[config.mk]
export PLATFORM = sky130hd
export DESIGN_NAME = count_display_scan
export DESIGN_NICKNAME = d
export VERILOG_FILES = /design/src/rtl/count_display_scan.sv
export SDC_FILE = /design/constraint.sdc
export NUM_CORES = 1
export LEC_CHECK = 0
export CORE_ASPECT_RATIO = 0.8
export CORE_MARGIN = 1
export CORE_UTILIZATION = 35
export DETAILED_ROUTE_END_ITERATION = 8
export REMOVE_ABC_BUFFERS = 1
export SYNTH_ARGS = -nofsm -noshare
export SYNTH_HDL_FRONTEND = slang
export SYNTH_SLANG_ARGS = --single-unit
[constraint.sdc]
create_clock -name clk -period 2.9 [get_ports clk]
set_input_delay 0.29 -clock clk [delete_from_list [all_inputs] [get_ports clk]]
set_output_delay 0.29 -clock clk [all_outputs]
set_load 0.01 [all_outputs]
[src/rtl/count_display_scan.sv]
// Display stage for a mod-N counter: counts wrap events (saturating) and
// scans four active-low seven-segment digits showing count, mode and events.
module count_display_scan #(
  parameter int N           = 7,
  parameter int REFRESH_DIV = 100000
) (
  input  logic       clk,
  input  logic       rst,
  input  logic [3:0] count,
  input  logic [2:0] ctrl,
  input  logic       clr_events,
  output logic [7:0] wrap_count,
  output logic [3:0] an,
  output logic [6:0] seg,
  output logic       dp
);

  localparam int             PRE_W    = (REFRESH_DIV > 1) ? $clog2(REFRESH_DIV) : 1;
  localparam logic [PRE_W-1:0] PRE_LAST = PRE_W'(REFRESH_DIV - 1);
  // Compared in 5 bits so that N=16 still yields a top value of 15.
  localparam logic [4:0]     CNT_TOP  = 5'(N - 1);

  logic [3:0]       r_count_d;
  logic             r_prev_valid;
  logic [7:0]       r_wrap_count;
  logic [PRE_W-1:0] r_pre;
  logic [1:0]       r_idx;
  logic [3:0]       r_an;
  logic [6:0]       r_seg;
  logic             r_dp;

  logic             w_wrap;
  logic [4:0]       w_sym;
  logic [6:0]       w_seg;

  assign w_wrap = r_prev_valid &&
                  ((({1'b0, r_count_d} == CNT_TOP) && (count == 4'd0)) ||
                   ((r_count_d == 4'd0) && ({1'b0, count} == CNT_TOP)));

  // Symbol code: 0x00-0x0F hex digits, 0x10-0x14 mode glyphs U,d,b,L,H.
  always_comb begin
    w_sym = 5'h00;
    case (r_idx)
      2'd0: w_sym = {1'b0, count};
      2'd1: w_sym = {2'b10, (ctrl[2] ? 3'd4 : ctrl)};
      2'd2: w_sym = {1'b0, r_wrap_count[3:0]};
      2'd3: w_sym = {1'b0, r_wrap_count[7:4]};
      default: w_sym = 5'h00;
    endcase
  end

  always_comb begin
    w_seg = 7'b1111111;
    case (w_sym)
      5'h00: w_seg = 7'b1000000;
      5'h01: w_seg = 7'b1111001;
      5'h02: w_seg = 7'b0100100;
      5'h03: w_seg = 7'b0110000;
      5'h04: w_seg = 7'b0011001;
      5'h05: w_seg = 7'b0010010;
      5'h06: w_seg = 7'b0000010;
      5'h07: w_seg = 7'b1111000;
      5'h08: w_seg = 7'b0000000;
      5'h09: w_seg = 7'b0010000;
      5'h0A: w_seg = 7'b0001000;
      5'h0B: w_seg = 7'b0000011;
      5'h0C: w_seg = 7'b1000110;
      5'h0D: w_seg = 7'b0100001;
      5'h0E: w_seg = 7'b0000110;
      5'h0F: w_seg = 7'b0001110;
      5'h10: w_seg = 7'b1000001;
      5'h11: w_seg = 7'b0100001;
      5'h12: w_seg = 7'b0000011;
      5'h13: w_seg = 7'b1000111;
      5'h14: w_seg = 7'b0001001;
      default: w_seg = 7'b1111111;
    endcase
  end

  always_ff @(posedge clk) begin
    if (rst) begin
      r_count_d    <= 4'd0;
      r_prev_valid <= 1'b0;
      r_wrap_count <= 8'd0;
      r_pre        <= '0;
      r_idx        <= 2'd0;
      r_an         <= 4'b1111;
      r_seg        <= 7'b1111111;
      r_dp         <= 1'b1;
    end else begin
      r_count_d    <= count;
      r_prev_valid <= 1'b1;
      if (clr_events) begin
        r_wrap_count <= 8'd0;
      end else if (w_wrap && (r_wrap_count != 8'hFF)) begin
        r_wrap_count <= r_wrap_count + 8'd1;
      end
      if (r_pre == PRE_LAST) begin
        r_pre <= '0;
        r_idx <= r_idx + 2'd1;
      end else begin
        r_pre <= r_pre + 1'b1;
      end
      r_an  <= ~(4'b0001 << r_idx);
      r_seg <= w_seg;
      r_dp  <= !((r_idx == 2'd3) && (r_wrap_count == 8'hFF));
    end
  end

  assign wrap_count = r_wrap_count;
  assign an         = r_an;
  assign seg        = r_seg;
  assign dp         = r_dp;

endmodule

==> run metrics, run 1 <==
outcome=completed; Residual DRC=0; Row Count=25; FFs w/ async S/R, synth=0; Critical Path AT=2.77 ns; DR vias/cell=5.06; MaxCap Viol Count=0; HP Class=reg2reg; CTS tree=yes; GRT met1 Usage=0.199; Initial Utilization=0.370; Critical Path Source=r_idx[0]; ANT nets after route=0; clock-pin slew on the worst setup and hold paths=around 0.09 ns; setup TNS=0 ns; gr busiest metal=met1; initial drt markers=88; synthesis-stage register bit count=44; CTS Buffer Depth=2; Mean Syn Cell Area=8.81 sq um; PortBufs=29; Post-CTS Setup Inserts=0; clk_lat worst skew=0.29 ns; Post-Syn Area=2220 sq um; cts repair resizes=0; Startpoint Class=flop; VDD IR max=0.000202 V; number of synthesized flops with an enable pin=0; initial antenna violation count=0; most common cell after layout, fill and taps aside=dfxtp_1; number of global-route vias before repair=between 1500 and 2000; worst hold path cell count=1; first-pass GRT wire length=7.30 mm; met3 track demand over resource=0.0342; Synth cell types=49; Final Core Density=0.442; fmax=387 MHz; power density over the cells=around 430 nW/um^2; leakage power=between 0.9 and 1 nW; core outline area=6010 sq um; final setup fails=0; post-synth top area share=0.397; ys flop type=dfxtp_1; most frequent CP cell=ha_1; Final Hold Viols=0; min-delay src=r_pre[0]; hpwl dp=3.21 mm; worst setup path endpoint=seg[3]; Worst Path Buf+Inv=2; CTS H-tree depth=2; Layout area overhead=19.4%; Crit Path Max Fanout=6; critical path cell sequence=inv_1 -> ha_1 -> a221o_2 -> a21o_1 -> o21ai_0 -> inv_2 -> ha_1 -> a21oi_1 -> a31oi_1 -> o31a_1; clk_skew=0.0128 ns; hold-fix buffers at CTS=0; drt total wl=4.54 mm; die area=6670 sq um; minimum clock period after layout=roughly 2.6 ns; reg2reg setup slack=~0.31 ns; via count=1830; WL/cell=12.5 um; Mapped Cells=252; critical path depth=10; max incr delay on CP=between 0.4 and 0.5 ns; Max Slew Vio Count=0; Sink Count=44; Num CTS Buffers=5; Required @ worst endpoint=3.08 ns; met2 usage=0.199; Root Buffer=clkbuf_8; CP Class=reg2reg; DRT Pass-1 Iters=4; height of the die=approximately 73 um; fin nets=about 300; Placer Congestion=0.900; post-synth top area cell=dfxtp_1; share of layout cells above drive strength 1=0.107; R2R cell count=10; slew margin rel.=0.513; FF-to-FF End=seg[3]; sequential element share of the synthesized area=0.397; Final period util=0.892; Reg2Reg Launch Point=r_idx[0]; GR Overflow Total=0; largest net degree at the start of global routing=18; Critical-path top delay cell=dfxtp_1; crit end category=flop; total track usage=0.138; synth top area cells=dfxtp_1 40%, ha_1 6.8%, xnor2_1 5.5%; leading cell types in the layout, fill and taps excluded=44 x dfxtp_1, 29 x nor2_1, 29 x clkdlybuf4s50_1; Yosys Warn Count=0; num ports=30; Ant. Diodes=0; Die X=roughly 91 um; RSZ-0062 raised after global routing=false; Crit path max-delay family=compound AO/OA/AOI/OAI gates; Slew @ Worst Pin=~0.7 ns
## state kept, by name, indices dropped and copies added (netlist names)
register,flops
r_count_d,4
dp,1
r_prev_valid,1
an,4
r_idx,2
seg,7
wrap_count,8
r_pre,17
## worst min-delay path by stage
stage / end / slack (ns)
floorplan: r_count_d[0] / 0.36
global placement: r_pre[0] / 0.45
detailed placement: r_pre[0] / 0.45
CTS: r_pre[0] / 0.47
global route: r_pre[0] / 0.51
finish: r_pre[0] / 0.47
## synth_stat cells (5+ instances only)
library cell,n
a21oi_1,9
dfxtp_1,44
ha_1,12
inv_1,8
nand2_1,21
nand3_1,17
nand4_1,6
nor2_1,29
nor2_2,8
nor3_1,6
o21ai_0,6
o21ai_1,5
xnor2_1,14
xor2_1,9
## final cells by class
type | count | area [sq um]
multi-input cells | 188 | 1240
clock inverters | 1 | 7.51
fillers | 598 | 3350
clock buffers | 7 | 86.3
well taps | 81 | 101
inverters | 11 | 41.3
flip-flops and latches | 44 | 881
repair buffers | 30 | 298
## per-layer routing
layer | up-vias | wire length (um)
met2 | 59 | 1910
met5 | - | 0
met4 | 0 | 49
met1 | 826 | 2290
met3 | 9 | 282
li1 | 936 | -
## through the flow
stage	instance area [sq um]	hold WS, ns	worst slack (ns)	total power [mW]	std cells
5_1_grt	2650	0.513	0.161	1.19	362
4_1_cts	2650	0.471	0.356	1.16	362
3_5_place_dp	2560	0.451	0.383	0.758	354
3_3_place_gp	2560	0.447	0.491	0.760	354
6_report	2650	0.472	0.313	1.14	362
2_1_floorplan	2160	0.357	0.609	0.706	243
## cells by family after synthesis
| logic type | synth area share |
|---|---|
| compound gates | 0.118 |
| buf+inv | 0.0462 |
| mux | 0.0220 |
| fa+ha+maj | 0.0676 |
| simple gates | 0.259 |
| xor+xnor | 0.0907 |
| flops | 0.397 |
## worst register-to-register path, cell delays in order, from the launching register on
cell	delay [ns]
dfxtp_1	0.41
inv_1	0.11
ha_1	0.28
a221o_2	0.41
a21o_1	0.18
o21ai_0	0.23
inv_2	0.12
ha_1	0.27
a21oi_1	0.16
a31oi_1	0.06
o31a_1	0.26
## power by group
| part | internal [mW] | switching (mW) |
|---|---|---|
| Clock | 0.194 | 0.199 |
| Sequential | 0.620 | 0.00704 |
| Combinational | 0.0548 | 0.0622 |
Power figures use the tool's default switching activity.
==> run 2: changes to the inputs <==
--- a/config.mk
+++ b/config.mk
@@ -6,10 +6,10 @@
 export NUM_CORES = 1
 export LEC_CHECK = 0
 export CORE_ASPECT_RATIO = 0.8
-export CORE_MARGIN = 1
 export CORE_UTILIZATION = 35
 export DETAILED_ROUTE_END_ITERATION = 8
 export REMOVE_ABC_BUFFERS = 1
+export SKIP_LAST_GASP = 1
 export SYNTH_ARGS = -nofsm -noshare
 export SYNTH_HDL_FRONTEND = slang
 export SYNTH_SLANG_ARGS = --single-unit
==> results of run 2 <==
No change in the layout: final DEF, timing and power equal those of run 1.
==> run 3: changes to the inputs <==
--- a/config.mk
+++ b/config.mk
@@ -8,6 +8,7 @@
 export CORE_ASPECT_RATIO = 0.8
 export CORE_UTILIZATION = 35
 export DETAILED_ROUTE_END_ITERATION = 8
+export MAX_ROUTING_LAYER = met4
 export REMOVE_ABC_BUFFERS = 1
 export SKIP_LAST_GASP = 1
 export SYNTH_ARGS = -nofsm -noshare
==> run 3 against run 2 <==
  * Critical path depth is the same
  * First-iteration DRC count shrank 8.0%
  * Sequential share of layout area is 0.063 points lower
  * Critical path type unchanged
  * Critical endpoint unchanged
  * Largest power group unchanged
==> run metrics, run 3 (synthesis gave the netlist of run 1 again) <==
Worst Path Buf+Inv=2; Layout area overhead=19.7%; number of global-route vias before repair=1557; Final period util=0.890; slew margin rel.=0.501; Critical Path AT=2.77 ns; WL/cell=12.7 um; CTS Buffer Depth=2; Placer Congestion=0.905; critical path cell sequence=inv_1 -> ha_1 -> a221o_2 -> a21o_1 -> o21ai_0 -> inv_2 -> ha_1 -> a21oi_1 -> a31oi_1 -> o31a_1; Die X=91.1 um; die area=6670 sq um; largest net degree at the start of global routing=18; share of layout cells above drive strength 1=0.104; fin nets=slightly above 300; cts repair resizes=0; num ports=30; Residual DRC=0; HP Class=reg2reg; Row Count=25; Sink Count=between 40 and 50; most frequent CP cell=ha_1; total track usage=0.147; MaxCap Viol Count=0; hold-fix buffers at CTS=0; DRT Pass-1 Iters=4; via count=about 1800; Post-CTS Setup Inserts=0; fmax=~390 MHz; leading cell types in the layout, fill and taps excluded=44 x dfxtp_1, 29 x nor2_1, 29 x clkdlybuf4s50_1; Num CTS Buffers=5; first-pass GRT wire length=7.54 mm; initial antenna violation count=0; PortBufs=29; ANT nets after route=0; max reg flops=17; outcome=completed; leakage power=0.960 nW; most common cell after layout, fill and taps aside=dfxtp_1; Crit Path Max Fanout=6; final setup fails=0; clock-pin slew on the worst setup and hold paths=~0.080 ns; Initial Utilization=0.370; Final Hold Viols=0; minimum clock period after layout=2.58 ns; setup TNS=0 ns; Slew @ Worst Pin=0.734 ns; Crit path max-delay family=compound AO/OA/AOI/OAI gates; DR vias/cell=5.00; hpwl dp=3.32 mm; Max Slew Vio Count=0; CTS H-tree depth=2; WHS=0.467 ns; Startpoint Class=flop; Root Buffer=clkbuf_8; drt total wl=4.58 mm; clk_lat worst skew=0.29 ns; initial drt markers=81; VDD IR max=0.000219 V; max incr delay on CP=about 0.4 ns; Top reg by flops=r_pre; CP Class=reg2reg; crit end category=flop; power density over the cells=447 nW/um^2; CTS tree=yes; GR Overflow Total=0; height of the die=73.3 um; clk_skew=between 0.005 and 0.006 ns; RSZ-0062 raised after global routing=false; Critical-path top delay cell=a221o_2; Ant. Diodes=0; Required @ worst endpoint=3.08 ns; core outline area=6010 sq um
run 3: layout make-up:
cell class / instances / area (sq um)
multi-input combinational: 188 / 1240
timing repair buffer: 30 / 298
clock inverter: 1 / 30.0
inverter: 11 / 41.3
fill: 620 / 3350
clock buffer: 5 / 68.8
tap: 81 / 101
sequential: 44 / 881
run 3: layer usage:
metal  vias up  track usage  share of wire
met2        53        0.211           0.41
met1       798        0.197           0.51
met5         -            -              0
met4         0       0.0617          0.024
li1        931            -              -
met3        19       0.0362          0.056
run 3: final timing paths:
| path | start | to | slack (ns) | cells after the start |
|---|---|---|---|---|
| worst min register to register | r_pre[0] | r_pre[0] | 0.47 | 1 |
| worst max-delay path | r_idx[0] | seg[3] | 0.32 | 10 |
| worst min-delay path | r_pre[0] | r_pre[0] | 0.47 | 1 |
| worst max register to register | r_idx[0] | seg[3] | 0.32 | 10 |
run 3: report_power, final:
group / internal [mW] / total (mW) / switching (mW) / leakage [nW]
Clock: 0.247 / 0.444 / 0.197 / 0.0501
Sequential: 0.620 / 0.627 / 0.00702 / 0.359
Combinational: 0.0548 / 0.117 / 0.0623 / 0.550
Total: 0.922 / 1.19 / 0.266 / 0.960
run 3: metrics by stage:
step                      instances  setup slack [ns]  area, sq um  power, mW  utilization
after floorplan                 243             0.609         2160      0.706            -
after global placement          354             0.481         2560      0.760        0.426
after detailed placement        354             0.357         2560      0.758        0.426
after CTS                       360             0.343         2660       1.21        0.443
after global routing            360             0.188         2660       1.24        0.443
final                           360             0.318         2660       1.19        0.443
run 3: worst reg2reg max path, stage by stage, from the launching register on:
cell and delay, ns:
dfxtp_1 0.40, inv_1 0.11, ha_1 0.28, a221o_2 0.41, a21o_1 0.18, o21ai_0 0.23, inv_2 0.12, ha_1 0.27
a21oi_1 0.16, a31oi_1 0.06, o31a_1 0.26
